### config.mk
export PLATFORM = sky130hd
export DESIGN_NAME = snap_capture_ctrl
export DESIGN_NICKNAME = d
export VERILOG_FILES = /design/src/rtl/snap_capture_ctrl.sv
export SDC_FILE = /design/constraint.sdc
export NUM_CORES = 1
export LEC_CHECK = 0
export BUFFER_PORTS_ARGS = -buffer_cell sky130_fd_sc_hd__buf_4
export CAP_MARGIN = 5
export CORE_MARGIN = 2
export CORE_UTILIZATION = 55
export CTS_CLUSTER_SIZE = 14
export DETAILED_ROUTE_END_ITERATION = 12
export PLACE_DENSITY = 0.79
export SLEW_MARGIN = 30
export SYNTH_ARGS = -nofsm -noshare
export SYNTH_HDL_FRONTEND = slang
export SYNTH_SLANG_ARGS = --single-unit
### constraint.sdc
create_clock -name user_clk -period 3 [get_ports user_clk]
set_clock_uncertainty 0.05 [all_clocks]
set_input_delay 0 -clock user_clk [delete_from_list [all_inputs] [get_ports user_clk]]
set_output_delay 0 -clock user_clk [all_outputs]
set_load 0.01 [all_outputs]
### src/rtl/snap_capture_ctrl.sv
`default_nettype none
// ============================================================================
// Module   : snap_capture_ctrl
// Purpose  : Sequences one ADC snapshot into a BRAM buffer, honouring a signed
//            trigger offset. Macro SNAP_CIRC_EN enables pre-trigger history.
// Revision : 1.0
// ============================================================================
module snap_capture_ctrl #(
  parameter int ADDR_W   = 10,
  parameter int DATA_W   = 32,
  parameter int OFFSET_W = 32
) (
  input  logic                user_clk,
  input  logic                user_rst,
  input  logic                ctrl_en,
  input  logic                ctrl_trig_src,
  input  logic                ctrl_we_src,
  input  logic [OFFSET_W-1:0] trig_offset,
  input  logic                trig,
  input  logic                din_valid,
  input  logic [DATA_W-1:0]   din,
  output logic [ADDR_W-1:0]   bram_addr,
  output logic [DATA_W-1:0]   bram_data,
  output logic                bram_we,
  output logic                status_done,
  output logic [ADDR_W-1:0]   status_addr,
  output logic [ADDR_W-1:0]   status_trig_addr
);

  localparam logic [2:0] IDLE    = 3'd0;
  localparam logic [2:0] ARMED   = 3'd1;
  localparam logic [2:0] DELAY   = 3'd2;
  localparam logic [2:0] CAPTURE = 3'd3;
  localparam logic [2:0] DONE    = 3'd4;

  localparam logic [ADDR_W:0] DEPTH = {1'b1, {ADDR_W{1'b0}}};

  logic [2:0]          state;
  logic                en_d;
  logic [ADDR_W-1:0]   wr_ptr;
  logic [ADDR_W:0]     post_cnt;
  logic [ADDR_W:0]     post_len;
  logic [OFFSET_W-1:0] skip_cnt;
  logic [OFFSET_W-1:0] skip_len;

  logic                arm;
  logic                v;
  logic                t;
  logic                skip_zero;
  logic                pre_write;
  logic                post_write;
  logic                do_write;
  logic                last_write;
  logic [OFFSET_W-1:0] skip_next;
  logic [ADDR_W:0]     post_next;

  assign arm        = ctrl_en & ~en_d;
  assign v          = din_valid | ctrl_we_src;
  assign t          = v & (trig | ctrl_trig_src);
  assign skip_zero  = (skip_len == '0);
  assign skip_next  = (!trig_offset[OFFSET_W-1] && (trig_offset != '0)) ? trig_offset : '0;
  // The trigger sample is itself the first post-trigger write when there is no skip.
  assign post_write = !arm && v && ((state == CAPTURE) || ((state == ARMED) && t && skip_zero));
  assign last_write = post_write && ((post_cnt + (ADDR_W+1)'(1)) == post_len);
  assign do_write   = pre_write | post_write;

`ifdef SNAP_CIRC_EN
  localparam logic [OFFSET_W-1:0] MAX_PRE = {{(OFFSET_W-ADDR_W){1'b0}}, {ADDR_W{1'b1}}};

  logic [ADDR_W-1:0]   pre_len;
  logic [ADDR_W-1:0]   pre_next;
  logic [OFFSET_W-1:0] neg_off;

  assign neg_off   = -trig_offset;
  assign pre_next  = !trig_offset[OFFSET_W-1] ? '0 :
                     (neg_off > MAX_PRE)      ? {ADDR_W{1'b1}} : neg_off[ADDR_W-1:0];
  assign post_next = DEPTH - {1'b0, pre_next};
  assign pre_write = !arm && v && !t && (state == ARMED) && (pre_len != '0);

  always_ff @(posedge user_clk) begin
    if (user_rst) begin
      pre_len <= '0;
    end else if (arm) begin
      pre_len <= pre_next;
    end
  end
`else
  assign post_next = DEPTH;
  assign pre_write = 1'b0;
`endif

  always_ff @(posedge user_clk) begin
    if (user_rst) begin
      state            <= IDLE;
      en_d             <= 1'b0;
      wr_ptr           <= '0;
      post_cnt         <= '0;
      post_len         <= '0;
      skip_cnt         <= '0;
      skip_len         <= '0;
      bram_addr        <= '0;
      bram_data        <= '0;
      bram_we          <= 1'b0;
      status_done      <= 1'b0;
      status_addr      <= '0;
      status_trig_addr <= '0;
    end else begin
      en_d    <= ctrl_en;
      bram_we <= do_write;
      if (do_write) begin
        bram_data <= din;
        bram_addr <= wr_ptr;
        wr_ptr    <= wr_ptr + ADDR_W'(1);
      end
      if (post_write) begin
        post_cnt <= post_cnt + (ADDR_W+1)'(1);
      end
      if (arm) begin
        state       <= ARMED;
        wr_ptr      <= '0;
        bram_addr   <= '0;
        post_cnt    <= '0;
        skip_cnt    <= '0;
        skip_len    <= skip_next;
        post_len    <= post_next;
        status_done <= 1'b0;
      end else begin
        case (state)
          ARMED: begin
            if (t) begin
              status_trig_addr <= wr_ptr;
              if (skip_zero) begin
                state <= CAPTURE;
              end else begin
                skip_cnt <= OFFSET_W'(1);
                state    <= (skip_len == OFFSET_W'(1)) ? CAPTURE : DELAY;
              end
            end
          end
          DELAY: begin
            if (v) begin
              skip_cnt <= skip_cnt + OFFSET_W'(1);
              if ((skip_cnt + OFFSET_W'(1)) == skip_len) begin
                state <= CAPTURE;
              end
            end
          end
          default: ;
        endcase
        if (last_write) begin
          state       <= DONE;
          status_done <= 1'b1;
          status_addr <= wr_ptr;
        end
      end
    end
  end

endmodule
`default_nettype wire

; Word-level counts from Yosys, hierarchy flattened
; Cells that the tools add are included.
[op_classes]
n_addsub = 3
bitwise_logic = 6
mux = 13
eq_ne = 16
n_reduce_logical = 22
[ops]
columns = cell, count
row1 = 32-bit two-way mux, 4
row2 = 32-bit one-hot mux with 2 select lines, 1
row3 = 32-bit by 1-bit adder with 32-bit output (second input constant), 1
row4 = 32-bit by 1-bit == test with 1-bit output (second input constant), 1
row5 = 32-bit == test, 1
row6 = 32-bit zero test, 1
row7 = 32-bit nonzero test, 1
row8 = 4-bit AND reduction, 4
row9 = 3-bit two-way mux, 4
row10 = 4-bit inequality test (second input constant), 3
row11 = 11-bit by 1-bit adder with 11-bit output (second input constant), 1
row12 = 11-bit == test, 1
row13 = 10-bit by 1-bit adder with 10-bit output (second input constant), 1
row14 = 3-bit inequality test (second input constant), 3
row15 = 2-bit inequality test (second input constant), 4
row16 = 3-bit by 2-bit == test with 1-bit output (second input constant), 2
row17 = 1-bit logical AND, 6
row18 = 3-bit one-hot mux with 2 select lines, 1
row19 = 4-bit nonzero test, 1
row20 = 3-bit by 1-bit == test with 1-bit output (second input constant), 1
row21 = 1-bit two-way mux, 3
row22 = 3-bit AND reduction, 1
row23 = 3-bit nonzero test, 1
row24 = 3-bit OR reduction, 1
row25 = 8 further kinds, 12
[word_totals]
regBits = 154
output_inout_bits = 64
in_bits = 71
word_cells = 75

; Depth between registers and ports, before layout
; Gate-level depths: netlist (run 1).
[logic_depth]
word_depth = 9
ltp_mapped = 11
ltp_nobuf = 9

; Worst setup path before layout (run 1)
; Ideal clock, no wire load.
[synth_path]
path_kind = register -> register
start = reg skip_cnt[0]
end = reg state[0]
t_arrival_ps = 2599
setup_time_ps = 116
period_less_slack_ps = 2765
required_time_ps = 2834
path_stages_with_launch = 11
path_buffers = 1
path_slack_ps = 235
cell_sequence = dfxtp_1 ha_1 nand3_2 or4_1 clkbuf_1 nor3_1 and3_1 o22ai_1 nor4_1 a31oi_1 o211a_1
[synth_between]
elab_chain_len = 4
[synth_lines]
columns = element, line_no
row1 = start: declaration, 43  ; logic [OFFSET_W-1:0] skip_cnt;
row2 = start signal: assignment, 142  ; skip_cnt <= skip_cnt + OFFSET_W'(1);
row3 = 32-bit by 1-bit adder with 32-bit output, 143  ; if ((skip_cnt + OFFSET_W'(1)) == skip_len) begin
row4 = 32-bit == test, 143
row5 = 4-bit inequality test (no source line), -
row6 = 4-bit AND reduction (no source line), -
row7 = end signal: assignment, 136  ; state <= (skip_len == OFFSET_W'(1)) ? CAPTURE : DELAY;
row8 = end: declaration, 38  ; logic [2:0] state;
; No other way between the ends.
; A chain may end at the register's enable or synchronous reset.

; Final worst setup path (run 1)
[layout_path]
start = reg skip_len[12]
end = reg status_addr[1]
[layout_between]
elab_chain_len = 6
[layout_lines]
columns = element, line_no
row1 = start: declaration, 44  ; logic [OFFSET_W-1:0] skip_len;
row2 = start signal: assignment, 124  ; skip_len <= skip_next;
row3 = 32-bit zero test, 60  ; assign skip_zero = (skip_len == '0);
row4 = 1-bit logical AND, 63  ; assign post_write = !arm && v && ((state == CAPTURE) || ((state == ARMED) && t && skip_zero));
row5 = 1-bit logical OR, 63
row6 = 1-bit logical AND, 63
row7 = 1-bit logical AND, 64  ; assign last_write = post_write && ((post_cnt + (ADDR_W+1)'(1)) == post_len);
row8 = 2-bit AND reduction (no source line), -
row9 = end signal: assignment, 153  ; status_addr <= wr_ptr;
row10 = end: declaration, 26  ; output logic [ADDR_W-1:0] status_addr,
; No other way between the ends.

==> results of run 1 <==
==> logic make-up (layout without fill, tap and decap cells) <==
group / after synthesis / after routing
buffers and inverters: 62 / 273
DFF: 154 / 154
muxes: 21 / 21
AOI/OAI and AO/OA: 176 / 176
xor gates and xnor gates: 68 / 68
adders and majority gates: 4 / 4
other: 0 / 2
and+or+nand+nor: 365 / 365
==> cell usage after synthesis, types with 23 or more instances <==
cell type / instances
dfxtp_1: 154
nand2_1: 135
nor2_1: 89
a21oi_1: 72
clkbuf_1: 42
xnor2_1: 39
a22o_1: 29
xor2_1: 29
o21ai_0: 28
nor3_1: 27
nor4_1: 25
nand3_1: 23
==> layer usage <==
| layer | part of all wire | up-vias | GRT usage |
|---|---|---|---|
| met2 | 0.48 | 396 | 0.537 |
| met5 | 0 | - | 0 |
| li1 | - | 3398 | - |
| met3 | 0.080 | 81 | 0.0844 |
| met4 | 0.036 | 0 | 0.120 |
| met1 | 0.40 | 3422 | 0.417 |
==> area by class of cell <==
class	instances	area [µm²]	area share
flip-flops and latches	154	3080	0.320
clock inverters	13	154	0.0160
multi-input cells	634	3770	0.392
inverters	8	30.0	0.00312
diodes	2	5.00	0.000520
repair buffers	233	1920	0.199
clock buffers	19	453	0.0470
well taps	172	215	0.0223
==> path summary, 6_finish.rpt <==
path              slack (ps)  depth (start not counted)              to
setup / recovery        -120                          9  status_addr[1]
hold / removal            30                          2  status_addr[0]
setup reg to reg        -120                          9  status_addr[1]
hold reg to reg          400                          2    bram_data[5]
==> per-stage QoR <==
step                      cell area, µm²  utilization  instances  hold WS, ps  setup slack [ps]
after global placement              8280        0.659       1131          170              99.7
after global routing                9630        0.766       1235         45.3              -236
final                               9630        0.766       1235         34.5              -120
after CTS                           9570        0.761       1231         18.8              29.1
after detailed placement            8280        0.659       1131          176              30.0
after floorplan                     7040            -        850         58.6               235
==> state kept, by name (all words and copies together), names as in the netlist <==
register,flops
bram_we,1
status_addr,10
status_done,1
bram_addr,10
post_cnt,11
skip_len,32
en_d,1
wr_ptr,10
bram_data,32
status_trig_addr,10
state,3
post_len,1
skip_cnt,32
==> critical path: stages, from the launching register on <==
cell and delay (ps):
dfxtp_1 380, nor4_2 410, nand4_1 290, nor4_4 400
o211a_1 260, nand2_4 60, or4_4 600, buf_4 240
mux2i_1 220, nor2_1 70
==> power breakdown <==
group          leakage [nW]  switching, mW  internal [mW]
combinational          2.25          0.266          0.240
clock                 0.298          0.916           1.29
sequential             1.24         0.0403           2.08
total                  3.79           1.22           3.61
==> repair_timing <==
action	CTS	global route
pin swaps	0	2
gates resized for setup	1	8
buffers inserted	0	2
hold buffers	68	0
endpoints found under the setup margin	1	11
hold endpoints to repair	64	0
==> impl_results.md, run 1 <==
* Die width at 117 µm
* Fin nets at 1123
* Gpl congestion at 0.951
* Vias at 7297
* Maximum root-to-sink buffer count at 2
* Compound-gate portion of the synthesized area at 0.159
* Routed WL at 22.9 mm
* Layout area overhead at 36.8%
* Synth Cell Area at 7040 µm²
* Most frequent cells in the layout: 165 x buf_4, 154 x dfxtp_1, 134 x nand2_1
* Iter 0 DRT Violations at 751
* Final hold violation count at 0
* Initial antenna violation count at 2
* Min Tclk post-route at 3120 ps
* CTS H-tree lvls at 4
* Critical path type: reg2reg
* Largest net degree at the start of global routing at 58
* Rows at 41
* Overall power at 4.83 mW
* Die height at 117 µm
* Port Buffers at 134
* R2R Path Start: skip_len[12]
* Largest area contributor in the netlist: dfxtp_1
* Fmax at 320 MHz
* Adder-cell area share of the yosys netlist at 0.00711
* Cells taking the most area after synthesis: dfxtp_1 44%, nand2_1 7.2%, a21oi_1 5.1%
* Post-synthesis mux area share at 0.0298
* Status: finished with violations
* Distinct cells, synth at 52
* Fraction of registers with async set or reset after synthesis at 0
* Vias in the first global route at 6845
* Ratio of cells with drive above 1 in the final layout at 0.206
* Commonest non-fill, non-tap cell in the layout: buf_4
* Worst-path clk slew at 70 ps
* Max-slew headroom at 0.353
* Peak VDD IR at 0.438 mV
* Routed WL per cell at 18.5 µm
* Data arrival, critical path at 3360 ps
* Number of flops mapped to enable cells by yosys at 0
* Core box area at 12600 µm²
* Worst path required time at 3230 ps
* Synth warn at 0
* 1st-pass router iterations at 6
* PnR worst setup slack at -120 ps
* Period utilization at 1.04
* Io pins at 135
* First-pass GRT wire length at 35.0 mm
* Min-Delay Path Class: in2reg
* Xor/xnor share of the synthesized area at 0.0846
* Top_reg_cell synth: dfxtp_1
* Seq/Total Area, Yosys at 0.438
* Top cell type's share of synthesized area at 0.438
* Total Routing Usage GR at 0.327
* Final ANT Viol Nets at 0
* TNS Setup at -506 ps
* Static leakage at 3.79 nW
* CTS Sinks at 154
* Area share of and/or/nand/nor cells after synthesis at 0.245
* Setup Viol. Count Final at 10
* Fill cells at 836
* Pwr dens at 502 nW/µm²
* Failing checks: negative setup slack
* TritonCTS Buffers at 17
* Hpwl dp at 13.4 mm
* Mapped Nets at 925
* Initial core utilization at 0.560
* DR vias/cell at 5.91
* CP startpoint: skip_len[12]
* Startpoint types: flop
* Nature of the critical path endpoint: flop
* Global route overflow at 0
* Residual DRC at 0
* Clk Latency, worst-skew pair at 420 ps
* Max-capacitance violation count at 0
* Worst Max-Slew Pin Slew at 971 ps
* CTS tree: done
* Hold wc startpoint: user_rst
* Root Driver: clkbuf_16
* Pins Over Slew Limit at 0
* Largest family of logic cells by synthesized area: simple AND/OR/NAND/NOR gates
* Die ar. at 13700 µm²
* Avg Inst Size Synth at 8.29 µm²
* Yosys reg bits at 154
* Crit Path Max Fanout at 11
* Cells after Synth at 850
Note: power is estimated with default switching activity, not from simulation.
==> inputs of run 2 (changes only) <==
==> constraint.sdc (replaced) <==
create_clock -name user_clk -period 3.4 [get_ports user_clk]
set_clock_uncertainty 0.05 [all_clocks]
set_input_delay 0 -clock user_clk [delete_from_list [all_inputs] [get_ports user_clk]]
set_output_delay 0 -clock user_clk [all_outputs]
set_load 0.01 [all_outputs]
==> impl_results.md, run 2 (synthesis gave the netlist of run 1 again) <==
* Worst-path clk slew at 60 ps (about the same)
* Fin nets at 1105 (-1.6%)
* Max-capacitance violation count at 0 (unchanged)
* Int Pwr at 3.13 mW (-13%)
* RR Endpoint: status_addr[5]
* Inserted Diodes at 0 (-2)
* R2R Path Start: skip_len[15]
* CTS tree: done
* Max-slew headroom at 0.399 (+0.0460)
* TritonCTS Buffers at 17 (unchanged)
* Pwr dens at 438 nW/µm² (-13%)
* 1st-pass router iterations at 5 (-1)
* Multi-input gate area at 3730 µm² (-1.1%)
* Initial core utilization at 0.560 (unchanged)
* DR vias/cell at 5.80 (-1.8%)
* Vias in the first global route at 6821 (-0.35%)
* Commonest non-fill, non-tap cell in the layout: dfxtp_1
* Reg power frac at 0.454 (+0.016)
* Maximum root-to-sink buffer count at 2 (unchanged)
* Global route overflow at 0 (unchanged)
* Hold EP: status_addr[9]
* Die height at 117 µm (unchanged)
* Total Routing Usage GR at 0.317 (-0.0105)
* Largest net degree at the start of global routing at 58 (unchanged)
* Rows at 41 (unchanged)
* Switch Pwr at 0.988 mW (-19%)
* Min-Delay Path Class: in2reg
* RSZ-0062 raised after global routing: no
* Cell Chain, Critical Path: nor4_1 > nand4_1 > nor4_2 > o211a_1 > nand2_4 > or4_1 > mux2i_1 > nor2_1
* Min Tclk post-route at 3220 ps (+100 ps)
* CTS Sinks at 154 (unchanged)
* CP peak stage delay at 960 ps (+360 ps)
* Initial antenna violation count at 0 (-2)
* Most frequent cells in the layout: 154 x dfxtp_1, 150 x buf_4, 134 x nand2_1
* Crit Path Max Fanout at 14 (+3)
* Setup Viol. Count Final at 0 (-10)
* Layout area overhead at 33.5%
* Worst path required time at 3630 ps (+400 ps)
* Status: finished, final reports clean
* Reg2Reg Setup Slack at 180 ps (+300 ps)
* Die width at 117 µm (unchanged)
* Root Driver: clkbuf_16
* FF/Latch Area at 3080 µm² (unchanged)
* Largest regs: bram_data (32), skip_cnt (32), skip_len (32)
* Die ar. at 13700 µm² (unchanged)
* Data arrival, critical path at 3450 ps (+90 ps)
* Critical path type: reg2reg
* Final ANT Viol Nets at 0 (unchanged)
* Peak VDD IR at 0.360 mV (-18%)
* Post-CTS Setup Bufs at 0 (unchanged)
* Hpwl dp at 13.4 mm (-0.50%)
* Pins Over Slew Limit at 0 (unchanged)
* Fmax at 311 MHz (-3.1%)
* Slowest cell on crit path: or4_1
* Worst path buffer plus inverter count at 0 (-1)
* Switching share of total power at 0.240 (-0.0129)
* Ratio of cells with drive above 1 in the final layout at 0.185 (-0.0210)
* Vias at 7035 (-3.6%)
* Nature of the critical path endpoint: flop
* Share of power burned in combinational logic at 0.102 (-0.003)
* CTS H-tree lvls at 4 (unchanged)
* Port Buffers at 134 (unchanged)
* Gpl congestion at 0.936 (-1.6%)
* Fill cells at 853 (+2.0%)
* Crit-path leading delay family: simple AND/OR/NAND/NOR gates
* First-pass GRT wire length at 33.8 mm (-3.5%)
* Clk Latency, worst-skew pair at 420 ps (about the same)
* Period utilization at 0.947 (-0.0928)
* Routed WL per cell at 17.5 µm (-5.7%)
* Register-to-Register Path Depth at 8 (-1)
* Residual DRC at 0 (unchanged)
* Static leakage at 3.67 nW (-3.0%)
* Final hold violation count at 0 (unchanged)
* Iter 0 DRT Violations at 716 (-4.7%)
* Clock power frac at 0.445 (-0.012)
* Core Util, Final at 0.748 (-0.0185)
* Worst Max-Slew Pin Slew at 902 ps (-69.0 ps)
* Routed WL at 21.2 mm (-7.3%)
* TNS Setup at 0 ps (+506 ps)
* Startpoint types: flop
* Io pins at 135 (unchanged)
* WHS Path Cells at 2 (unchanged)
* Core box area at 12600 µm² (unchanged)
* Hold wc startpoint: user_rst
## run 2: cell count changes in the layout (fill, tap and decap cells not counted), sizes merged
cell / previous run / this run
buf: 165 / 151
inv: 15 / 9
dlygate4sd3: 68 / 64
clkinv: 3 / 6
diode: 2 / 0
clkbuf: 19 / 20
## run 2: area by class of cell
| class | instances | area share |
|---|---|---|
| flip-flops and latches | 154 | 0.328 |
| well taps | 172 | 0.0229 |
| clock inverters | 10 | 0.0129 |
| inverters | 8 | 0.00319 |
| repair buffers | 215 | 0.188 |
| clock buffers | 20 | 0.0475 |
| multi-input cells | 634 | 0.397 |
## run 2: metrics by stage
stage,hold slack (ps),instances,power [mW],worst slack [ps],cell area (µm²)
5_1_grt,49.3,1213,4.24,55.6,9400
3_3_place_gp,170,1118,2.24,390,8180
6_report,23.6,1213,4.12,179,9400
4_1_cts,11.5,1213,4.12,250,9390
2_1_floorplan,58.6,850,2.09,635,7040
3_5_place_dp,176,1119,2.25,277,8190
## run 2: worst reg2reg max path: cells and delay by family, from the launching register on
family	cells	cell delay, ps
AOI/OAI and AO/OA	1	240
muxes	1	320
DFF	1	340
and+or+nand+nor	6	2140
## run 2: how the worst max path moves through the flow
| stage | start | to | slack [ps] | cells after the start |
|---|---|---|---|---|
| global placement | skip_cnt[0] | state[0] | 390 | 9 |
| finish | skip_len[15] | status_addr[5] | 180 | 8 |
| floorplan | skip_cnt[0] | state[0] | 630 | 10 |
| detailed placement | skip_cnt[0] | state[0] | 280 | 9 |
| global route | skip_len[9] | status_addr[1] | 60 | 8 |
| CTS | skip_cnt[0] | state[0] | 250 | 9 |
## run 2: power by group through the flow
stage	clock, mW	combinational (mW)	sequential (mW)
final	1.83	0.418	1.87
after detailed placement	0	0.342	1.90
after CTS	1.84	0.406	1.87
after floorplan	0	0.192	1.90
after global placement	0	0.339	1.90
after global routing	1.93	0.450	1.87
## run 2: repair_timing
item | 4_1_cts | 5_1_grt
hold buffers | 64 | 0
resized for setup | 0 | 0
endpoints found under the setup margin | 0 | 0
endpoints found under the hold margin | 64 | 0
## run 2: metal layers
layer	global-route usage	routed length, µm
met5	0	0
met4	0.118	537
met3	0.0881	1640
met2	0.516	10300
met1	0.402	8710
